`src/rtl/sq_mul_pkg.sv`:
```
// Shared constants for the Sq cyclic-convolution sequencer: FSM encoding,
// ternary r-coefficient codes and default ring dimensions.
package sq_mul_pkg;

    localparam int SQ_N                = 701;
    localparam int SQ_LOG_N            = 10;
    localparam int SQ_NUM_WIDTH_LENGTH = 13;

    typedef logic [2:0] sq_state_t;

    localparam sq_state_t ST_IDLE  = 3'd0;
    localparam sq_state_t ST_CLEAR = 3'd1;
    localparam sq_state_t ST_FETCH = 3'd2;
    localparam sq_state_t ST_WAIT  = 3'd3;
    localparam sq_state_t ST_MAC   = 3'd4;
    localparam sq_state_t ST_DRAIN = 3'd5;
    localparam sq_state_t ST_DONE  = 3'd6;

    localparam logic [1:0] COEF_ZERO = 2'b00;
    localparam logic [1:0] COEF_POS  = 2'b01;
    localparam logic [1:0] COEF_NEG  = 2'b11;

    // Code 2'b10 is not a legal ternary value and is treated as zero.
    function automatic logic coef_is_nz(input logic [1:0] c);
        case (c)
            COEF_POS, COEF_NEG: return 1'b1;
            COEF_ZERO:          return 1'b0;
            default:            return 1'b0;
        endcase
    endfunction

endpackage

```
`src/rtl/sq_mul_ctrl_mod_n_counter.sv`:
```
// Modulo-N up-counter with synchronous clear and load; wrap flags the
// terminal count N-1 so the next increment returns to zero.
module mod_n_counter #(
    parameter int N = 701,
    parameter int W = $clog2(N)
) (
    input  logic         clk,
    input  logic         rst,
    input  logic         clr,
    input  logic         load,
    input  logic [W-1:0] load_val,
    input  logic         inc,
    output logic [W-1:0] count,
    output logic         wrap
);

    assign wrap = (count == W'(N - 1));

    always_ff @(posedge clk or negedge rst) begin
        if (!rst) begin
            count <= '0;
        end else if (clr) begin
            count <= '0;
        end else if (load) begin
            count <= load_val;
        end else if (inc) begin
            count <= wrap ? '0 : count + 1'b1;
        end
    end

endmodule

```
`src/rtl/sq_mul_ctrl.sv`:
```
// Sequencer for c = h*r mod (x^N - 1) over an external add/sub datapath.
// Build option SQ_MUL_SKIP_ZERO_EN skips MAC for zero r rows (data-dependent timing).
module sq_mul_ctrl
    import sq_mul_pkg::*;
#(
    parameter int N     = SQ_N,
    parameter int LOG_N = SQ_LOG_N
) (
    input  logic             clk,
    input  logic             rst,
    input  logic             start,
    output logic             busy,
    output logic             done,
    output logic             r_rd_en,
    output logic [LOG_N-1:0] r_addr,
    input  logic [1:0]       r_coef,
    output logic [LOG_N-1:0] h_addr,
    output logic [LOG_N-1:0] acc_rd_addr,
    output logic [LOG_N-1:0] acc_wr_addr,
    output logic             acc_we,
    output logic             acc_clr,
    output logic             sub
);

    sq_state_t        state_q, state_d;
    logic [LOG_N-1:0] i_cnt, j_cnt, k_cnt, k_init;
    logic             i_wrap, j_wrap, k_wrap_unused;
    logic             accept, mac_end, row_skip;
    logic             coef_nz_q, coef_neg_q;
    logic             we_p1;
    logic [LOG_N-1:0] wr_addr_p1;

    assign accept  = (state_q == ST_IDLE) && start;
    assign mac_end = (state_q == ST_MAC) && j_wrap;
    // Row i reads h starting at (N - i) mod N so that h_addr = (j - i) mod N.
    assign k_init  = (i_cnt == '0) ? '0 : LOG_N'(N) - i_cnt;

`ifdef SQ_MUL_SKIP_ZERO_EN
    assign row_skip = (state_q == ST_WAIT) && !coef_is_nz(r_coef);
`else
    assign row_skip = 1'b0;
`endif

    mod_n_counter #(.N(N), .W(LOG_N)) u_i_cnt (
        .clk(clk), .rst(rst),
        .clr(accept), .load(1'b0), .load_val('0),
        .inc((mac_end || row_skip) && !i_wrap),
        .count(i_cnt), .wrap(i_wrap)
    );

    mod_n_counter #(.N(N), .W(LOG_N)) u_j_cnt (
        .clk(clk), .rst(rst),
        .clr(accept || (state_q == ST_WAIT)), .load(1'b0), .load_val('0),
        .inc((state_q == ST_CLEAR) || (state_q == ST_MAC)),
        .count(j_cnt), .wrap(j_wrap)
    );

    mod_n_counter #(.N(N), .W(LOG_N)) u_k_cnt (
        .clk(clk), .rst(rst),
        .clr(1'b0), .load(state_q == ST_WAIT), .load_val(k_init),
        .inc(state_q == ST_MAC),
        .count(k_cnt), .wrap(k_wrap_unused)
    );

    always_comb begin
        state_d = state_q;
        case (state_q)
            ST_IDLE:  if (start) state_d = ST_CLEAR;
            ST_CLEAR: if (j_wrap) state_d = ST_FETCH;
            ST_FETCH: state_d = ST_WAIT;
            ST_WAIT:  begin
                if (row_skip) state_d = i_wrap ? ST_DRAIN : ST_FETCH;
                else          state_d = ST_MAC;
            end
            ST_MAC:   if (j_wrap) state_d = i_wrap ? ST_DRAIN : ST_FETCH;
            ST_DRAIN: state_d = ST_DONE;
            ST_DONE:  state_d = ST_IDLE;
            default:  state_d = ST_IDLE;
        endcase
    end

    always_ff @(posedge clk or negedge rst) begin
        if (!rst) begin
            state_q    <= ST_IDLE;
            coef_nz_q  <= 1'b0;
            coef_neg_q <= 1'b0;
        end else begin
            state_q <= state_d;
            if (state_q == ST_WAIT) begin
                coef_nz_q  <= coef_is_nz(r_coef);
                coef_neg_q <= (r_coef == COEF_NEG);
            end
        end
    end

    // ---- p1: accumulator write lags the MAC read by one cycle ----
    always_ff @(posedge clk or negedge rst) begin
        if (!rst) begin
            we_p1      <= 1'b0;
            wr_addr_p1 <= '0;
        end else begin
            we_p1      <= (state_q == ST_MAC) && coef_nz_q;
            wr_addr_p1 <= j_cnt;
        end
    end

    assign busy        = (state_q != ST_IDLE);
    assign done        = (state_q == ST_DONE);
    assign r_rd_en     = (state_q == ST_FETCH);
    assign r_addr      = i_cnt;
    assign h_addr      = k_cnt;
    assign acc_rd_addr = j_cnt;
    assign acc_clr     = (state_q == ST_CLEAR);
    assign acc_we      = acc_clr || we_p1;
    assign acc_wr_addr = acc_clr ? j_cnt : wr_addr_p1;
    // Sign stays latched through the trailing write cycle of the row.
    assign sub         = coef_neg_q;

endmodule

```
`config.mk`:
```
export PLATFORM = sky130hd
export DESIGN_NAME = sq_mul_ctrl
export DESIGN_NICKNAME = d
export VERILOG_FILES = /design/src/rtl/sq_mul_pkg.sv /design/src/rtl/sq_mul_ctrl_mod_n_counter.sv /design/src/rtl/sq_mul_ctrl.sv
export SDC_FILE = /design/constraint.sdc
export NUM_CORES = 1
export LEC_CHECK = 0
export CORE_UTILIZATION = 50
export CTS_CLUSTER_SIZE = 25
export DETAILED_ROUTE_END_ITERATION = 8
export PLACE_DENSITY_LB_ADDON = 0.08
export SYNTH_ARGS = -nofsm -noshare
export SYNTH_HDL_FRONTEND = slang
export SYNTH_SLANG_ARGS = --single-unit
```
`constraint.sdc`:
```
create_clock -name clk -period 2.8 [get_ports clk]
set_input_delay 0.28 -clock clk [delete_from_list [all_inputs] [get_ports clk]]
set_output_delay 0.28 -clock clk [all_outputs]
set_load 0.1 [all_outputs]
```
**Word level (Yosys, flattened, before mapping)**

Cells that the tools add are included.

- Logic and storage cells: 59
- Register bits: 46
- Bits of input ports: 5
- Output and inout port bits: 46

- Reduce and logical (&&, ||, !) cells: 16
- Multiplexer cells: 17
- Add/subtract/negate cells: 4
- Eq/ne operators: 14

Operator list:

| kind | count |
|---|---|
| $mux W10 | 11 |
| $add A10 B1 Y10 const B | 3 |
| $eq A10 B10 Y1 const B | 3 |
| $pmux W3 S6 | 1 |
| $mux W3 | 4 |
| $logic_not A10 Y1 | 1 |
| $sub A10 B10 Y10 const A | 1 |
| $eq A3 B3 Y1 const B | 3 |
| $eq A3 B2 Y1 const B | 2 |
| $reduce_bool A2 Y1 | 3 |
| $logic_and A1 B1 Y1 | 4 |
| $ne A2 B2 Y1 const B | 2 |
| $eq A3 B1 Y1 const B | 1 |
| $logic_not A3 Y1 | 1 |
| $logic_or A1 B1 Y1 | 3 |
| $reduce_and A3 Y1 | 1 |
| $reduce_bool A3 Y1 | 1 |
| $eq A2 B1 Y1 const B | 1 |
| $eq A2 B2 Y1 const B | 1 |
| $ne A2 B1 Y1 const B | 1 |
| $reduce_or A2 Y1 | 1 |
| $logic_not A1 Y1 | 1 |
| $mux W1 | 1 |

**Depth between registers and ports, before layout**

Gate-level depths: netlist of the first run.

- Depth in word-level cells: 5
- Gate-level depth with buffers: 7
- Gate-level depth less buffers: 6

**By module**

A second synthesis of the first run with hierarchy kept.

- Cells, all modules: 332
- Area total of the unflattened synthesis: 3030.4 um^2

By module, submodules not included:

| module | area an instance (um^2) | instances | cells an instance | sequential area each (um^2) |
|---|---|---|---|---|
| mod_n_counter | 694.4 | 3 | 79 | 250.2 |
| sq_mul_ctrl | 947.2 | 1 | 95 | 400.4 |

**Worst setup path before layout of the first run**

No wires, ideal clock.

- Kind: flip-flop to output port
- Start point: reg state_q[0]
- End point: out acc_wr_addr[2]
- Stages on the path, launching flop included: 6
- Arrival: 2770 ps
- Data required time: 2520 ps
- Path slack: -250 ps
- Buffers on the path: 2
- Cell sequence: dfrtp_1 -> clkbuf_1 -> nand2b_1 -> nor2_1 -> clkbuf_1 -> mux2_2

- Longest elaborated chain between the ends: 2

RTL lines:

| element | RTL line | text |
|---|---|---|
| from (decl) | sq_mul_ctrl.sv:25 | `sq_state_t state_q, state_d;` |
| from (signal assigned) | sq_mul_ctrl.sv:88 | `state_q <= state_d;` |
| $eq A3 B1 Y1 | sq_mul_ctrl.sv:113 | `assign acc_clr = (state_q == ST_CLEAR);` |
| net acc_clr | sq_mul_ctrl.sv:21 | `output logic acc_clr,` |
| $mux W10 | sq_mul_ctrl.sv:115 | `assign acc_wr_addr = acc_clr ? j_cnt : wr_addr_p1;` |
| to (decl) | sq_mul_ctrl.sv:19 | `output logic [LOG_N-1:0] acc_wr_addr,` |

The timed path passes the listed nets, and every way through them passes these cells.

**Worst setup path in the final report of the first run**

- Start point: reg u_i_cnt.count[1]
- End point: reg u_i_cnt.count[8]

- Longest elaborated chain between the ends: 4
- Elaborated cells on any way between the ends: 8
- Classes of those cells: add/sub (1); eq/ne (1); mux (3); reduce/logical (3)

RTL lines:

| element | RTL line | text |
|---|---|---|
| from (decl) | sq_mul_ctrl_mod_n_counter.sv:13 | `output logic [W-1:0] count,` |
| from (signal assigned) | sq_mul_ctrl_mod_n_counter.sv:25 | `count <= load_val;` |
| from (signal assigned) | sq_mul_ctrl_mod_n_counter.sv:27 | `count <= wrap ? '0 : count + 1'b1;` |
| $add A10 B1 Y10 / $eq A10 B10 Y1 (equally long branches) | sq_mul_ctrl_mod_n_counter.sv:27, sq_mul_ctrl_mod_n_counter.sv:17 |  |
| $mux W10 / $logic_not A1 Y1 (equally long branches) | sq_mul_ctrl_mod_n_counter.sv:27, sq_mul_ctrl.sv:47 |  |
| $mux W10 / $logic_and A1 B1 Y1 (equally long branches) | sq_mul_ctrl_mod_n_counter.sv:26, sq_mul_ctrl.sv:47 |  |
| $mux W10 / $reduce_bool A2 Y1 (equally long branches) | - |  |

Several ways; a longest one is shown, not always the timed one. The select of a mux whose other input is x is not followed.
A chain may end at the register's enable or synchronous reset.

==> results.yml, run 1 <==
critical_path:
  worstPathMaxFanout: 8
  crit_slowest_cell: "o31ai_1"
  r2r_end: "u_i_cnt.count[8]"
  startpoint: "u_i_cnt.count[1]"
  end_kind: "flip-flop"
  crit_chain: "inv_1, ha_1, or3b_2, o31ai_1, nor3_1, mux2_2"
  regToRegSetupSlack_ns: 0.47
  rr_worst_depth: 6
  arrival_ns: 2.52
  criticalPathCategory: "reg2reg"
  slowest_delay_ns: 0.52
  start_kind: "flip-flop"
  rr_startpoint: "u_i_cnt.count[1]"
  cp-endpoint: "u_i_cnt.count[8]"
  required_ns: 2.99
clock_tree:
  clk_latency_ns: 0.30
  htree_levels: 2
  numCtsBuffers: 5
  cts_setup_buffers: 0
  clock_sinks: 46
  cts_resized: 0
  cts-root-buf: "clkbuf_8"
  cts.clk_slew.worst_paths_ns: 0.09
  clockBufferDepth: 2
  cts_tree: "yes"
  hold_buffers: 0
sta:
  fin_crit_sh_pct: 83.1
  timing.max_slew.rel_slack_pct: 32.4
  rsz0062_at_grt: "no"
  slew_viol_final: 0
  final.min_clock_period_ns: 2.33
  finalHoldViolCount: 0
  fin_setup_tns_ns: 0
  worst_slew_pin_slew_ns: 1.01
  skew_ns: 0.0127
  fmax_mhz: 430
  setup_viol: 0
synth:
  synth_nets: 313
  synth-seq-area-share_pct: 42.2
  synth.cell_area_um2: 2730
  synth.area.top_cells: "dfrtp_1 42%, nand2_1 4.9%, mux2_2 4.5%"
  async_reset_ff_share_pct: 100
  ys_ff_latch: 46
  yosysWarnings: 0
  synth_ff_type: "dfrtp_1"
  yosysTopAreaCell: "dfrtp_1"
  synth_top_area_share_pct: 42.2
  avgSynthCellArea_um2: 9.10
  synth_cell_types: 52
  synth_edf_count: 0
  postSynthCellCount: 300
cells_and_area:
  drive_gt1_share_pct: 23.1
  syn_to_final_growth_pct: 24.9
  layout.cells.most_common: "dfrtp_1"
  final_cell_mix: "46 x dfrtp_1, 41 x buf_4, 36 x nand2_1"
  antenna_cells: 0
  layout.nets: 360
  fin_util_pct: 65.9
  stdcell_count: 417
floorplanning:
  start_util_pct: 52.8
  dieArea_um2: 5760
  chipWidth_um: 75.9
  die_h_um: 75.9
  rows: 26
  core_um2: 5170
  io_pins: 51
placed_design:
  port_buffers: 50
  globalplace.congestion: 0.884
  dp_cells: 410
  hpwlAfterDp_um: 4710
detailed_routing:
  routed_wirelength_um: 6840
  firstDrtPassIters: 4
  ant_nets: 0
  wire_per_inst_um: 16.4
  drt_iter0_drc: 184
  drc: 0
  vias_per_cell: 5.95
  dr_total_vias: 2483
worst_hold_path:
  hold_class: "in2async"
pwr:
  ir_drop_v: 0.000366
  powerDensity_nw_per_um2: 366
  power_leakage_nw: 1.42
global_route:
  antenna_found_initial: 0
  grt-ovfl-total: 0
  grt_pass1_wl_um: 10800
  grt_use_total_pct: 24.9
  grt_max_degree: 47
  first_global_vias: 2165
status:
  status: "finished clean"
flow_run:
  drv_cap: 0
## layer usage
metal | wire (um) | GRT usage (%) | vias to the layer above | share of wire (%)
met4 | 46 | 6.38 | 0 | 0.67
met2 | 3390 | 40.3 | 81 | 49
met1 | 3060 | 34.9 | 1188 | 45
met5 | 0 | 0 | - | 0
met3 | 351 | 3.84 | 4 | 5.1
li1 | - | - | 1210 | -
## critical path: cells and delay by family (launching register included)
family / cells / cell delay [ns]
multiplexers: 1 / 0.29
AND/OR/NAND/NOR: 2 / 0.63
buffers and inverters: 1 / 0.15
adder cells (fa/ha/maj): 1 / 0.16
AO/OA/AOI/OAI: 1 / 0.52
flip-flops: 1 / 0.47
## cell type report
cell class                 instances  area [um^2]
inverter                          10         37.5
clock inverter                     2         10.0
fill                             450         1760
sequential                        46         1150
tap                               70         87.6
multi-input combinational        227         1470
clock buffer                       5         68.8
timing repair buffer              57          583
## power breakdown
part | internal [mW] | leakage, nW | switching (mW)
clock network | 0.168 | 0.0438 | 0.226
logic | 0.0417 | 0.821 | 0.119
registers | 0.674 | 0.559 | 0.0206
total | 0.884 | 1.42 | 0.366
## registers in the layout, summed over array words and instances, names as in the netlist
name and flops:
coef_nz_q 1, state_q 3, sub 1, u_i_cnt.count 10, u_j_cnt.count 10, u_k_cnt.count 10
we_p1 1, wr_addr_p1 10
## worst min-delay path by stage
| stage | start | endpoint | slack (ns) | depth (start not counted) |
|---|---|---|---|---|
| finish | rst | u_k_cnt.count[8] | 0.15 | 1 |
| global route | rst | u_k_cnt.count[8] | 0.24 | 1 |
| CTS | rst | u_k_cnt.count[8] | 0.18 | 1 |
| detailed placement | sub | sub | 0.46 | 2 |
| global placement | coef_nz_q | coef_nz_q | 0.45 | 2 |
| floorplan | rst | coef_nz_q | -0.02 | 0 |
## kinds of logic (layout without fill, tap and decap cells)
logic type | Yosys count | after routing | synth area share (%)
and+or+nand+nor | 125 | 125 | 25.0
AOI/OAI and AO/OA | 76 | 76 | 18.4
DFF | 46 | 46 | 42.2
buffers and inverters | 27 | 74 | 3.90
muxes | 12 | 12 | 4.90
adders and majority gates | 8 | 8 | 3.67
xor gates and xnor gates | 6 | 6 | 1.92
## synth_stat cells (7+ instances only)
cell and instances:
a21oi_1 18, a31oi_1 12, clkbuf_1 15, dfrtp_1 46, ha_1 8, inv_1 10, mux2_2 11, nand2_1 36
nand2b_1 7, nand3_1 22, nor2_1 8, nor3_1 10, o21ai_0 16, or4_1 8
## metrics by stage
step	hold slack, ns	setup slack [ns]	area (um^2)	power, mW
global route	0.235	0.263	3410	1.30
floorplan	-0.0156	0.00539	2730	0.813
finish	0.151	0.472	3410	1.25
detailed placement	0.462	0.497	3330	0.870
global placement	0.451	0.553	3330	0.869
CTS	0.181	0.479	3410	1.26
Power figures use the tool's default switching activity.
==> run 2, diff against run 1 <==
- CORE_UTILIZATION: 50 -> 47
- clock period: 2.8 -> 1.9 ns (I/O delays scaled with it)
==> run 2 against run 1 <==
Effect of this change:
- the run now ends with negative setup slack left
- utilization up 10 points
- clock skew down 0.0011 ns
- design area up 23%
- sequential share of layout area down 5.3 points
- global-route usage up 2.6 points
- clock power up 98%
- register-to-register slack worse by 0.60 ns
- sequential power up 45%
- first-iteration DRC count up 18%
- critical path type is now reg2out
- hold slack better by 0.28 ns
==> results.yml, run 2 (synthesis gave the netlist of run 1 again) <==
placed_design:
  globalplace.congestion: 0.852
  dp_cells: 447
  port_buffers: 50
  hpwlAfterDp_um: 5350
  place_ws_ns: -0.165
  dpl_cell_area_um2: 3790
cells_and_area:
  antenna_cells: 0
  final_cell_mix: "88 x buf_4, 36 x nand2_1, 22 x dfrtp_1"
  layout.cells.most_common: "buf_4"
  layout.nets: 418
  syn_to_final_growth_pct: 54.2
  drive_gt1_share_pct: 45.8
  stdcell_count: 478
  fin_area_um2: 4210
  fin_util_pct: 76.0
pwr:
  power_leakage_nw: 1.79
  powerDensity_nw_per_um2: 495
  ir_drop_v: 0.000624
flow_run:
  drv_cap: 0
detailed_routing:
  drc: 0
  vias_per_cell: 5.97
  drt_iter0_drc: 217
  routed_wirelength_um: 8310
  wire_per_inst_um: 17.4
  ant_nets: 0
  dr_total_vias: 2854
  firstDrtPassIters: 5
global_route:
  grt_use_total_pct: 27.5
  grt-ovfl-total: 0
  grt_max_degree: 47
  antenna_found_initial: 0
  first_global_vias: 2564
  grt_pass1_wl_um: 12900
clock_tree:
  htree_levels: 2
  cts.clk_slew.worst_paths_ns: 0.09
  clockBufferDepth: 2
  clk_latency_ns: 0.32
  cts-root-buf: "clkbuf_8"
  numCtsBuffers: 5
  clock_sinks: 46
  cts_tree: "yes"
floorplanning:
  start_util_pct: 49.3
  chipWidth_um: 78.2
  io_pins: 51
  dieArea_um2: 6120
  core_um2: 5540
  die_h_um: 78.2
  rows: 27
sta:
  skew_ns: 0.0117
  fmax_mhz: 482
  worst_slew_pin_slew_ns: 0.591
  setup_viol: 19
  fin_ws_ns: -0.175
  fin_crit_sh_pct: 109
  rsz0062_at_grt: "yes"
  timing.max_slew.rel_slack_pct: 60.6
  finalHoldViolCount: 0
  slew_viol_final: 0
  final.min_clock_period_ns: 2.07
critical_path:
  slowest_delay_ns: 0.41
  regToRegSetupSlack_ns: -0.13
  crit_slowest_cell: "dfrtp_1"
  end_kind: "output port"
  crit_chain: "buf_6, nand2b_4, nor2_4, buf_12, buf_8, mux2_4, buf_12"
  start_kind: "flip-flop"
  cp_common_cell: "buf_12"
  worstPathMaxFanout: 6
  required_ns: 1.71
  criticalPathCategory: "reg2out"
  crit_family: "buffers and inverters"
  rr_worst_depth: 4
  cp.buffers_inverters: 4
  arrival_ns: 1.88
  crit_cells: 7
status:
  status: "finished with violations"
  violations: "negative setup slack"
worst_hold_path:
  hold_class: "in2reg"
  hold_depth: 3
run 2: stage by stage:
| step | hold slack [ns] | setup TNS, ns | power [mW] |
|---|---|---|---|
| after floorplan | -0.106 | -3.92 | 1.22 |
| after global placement | 0.314 | -0.393 | 1.32 |
| after detailed placement | 0.329 | -0.607 | 1.32 |
| after CTS | 0.449 | -1.19 | 2.07 |
| after global routing | 0.458 | -3.16 | 2.13 |
| final | 0.436 | -2.08 | 2.09 |
run 2: final timing paths:
path | startpoint | end
max | state_q[2] | acc_wr_addr[8]
min | r_coef[1] | sub
max reg2reg | state_q[0] | u_i_cnt.count[9]
min reg2reg | coef_nz_q | coef_nz_q
max in group asynchronous | rst | u_j_cnt.count[1]
min in group asynchronous | rst | u_i_cnt.count[5]
run 2: layer usage:
metal / GRT usage (%) / wire (um) / vias to the layer above
li1: - / - / 1330
met1: 38.7 / 3840 / 1376
met2: 43.8 / 3830 / 134
met3: 3.72 / 487 / 14
met4: 9.07 / 157 / 0
met5: 0 / 0 / -
run 2: power by group:
| part | total [mW] | leakage, nW | switching [mW] | internal, mW |
|---|---|---|---|---|
| clock network | 0.779 | 0.0504 | 0.387 | 0.392 |
| registers | 1.01 | 0.529 | 0.0148 | 0.998 |
| logic | 0.294 | 1.21 | 0.207 | 0.0873 |
run 2: area by class of cell:
cell class / count / area [um^2]
multi-input cells: 227 / 1660
fillers: 376 / 1330
flip-flops and latches: 46 / 1200
repair buffers: 115 / 1110
well taps: 72 / 90.1
clock buffers: 5 / 68.8
clock inverters: 3 / 45.0
inverters: 10 / 45.0
run 2: worst register-to-register path, stage by stage (launching register included):
cell	delay, ns
dfrtp_1	0.42
or3b_1	0.43
or4_4	0.58
or4_1	0.41
a21oi_1	0.13
run 2: what timing repair did:
item	CTS	global route
endpoints found under the hold margin	10	0
setup endpoints to repair	21	34
cloned	0	1
pin swaps	7	3
setup buffers	15	6
gates resized for setup	13	16
hold buffers	1	0
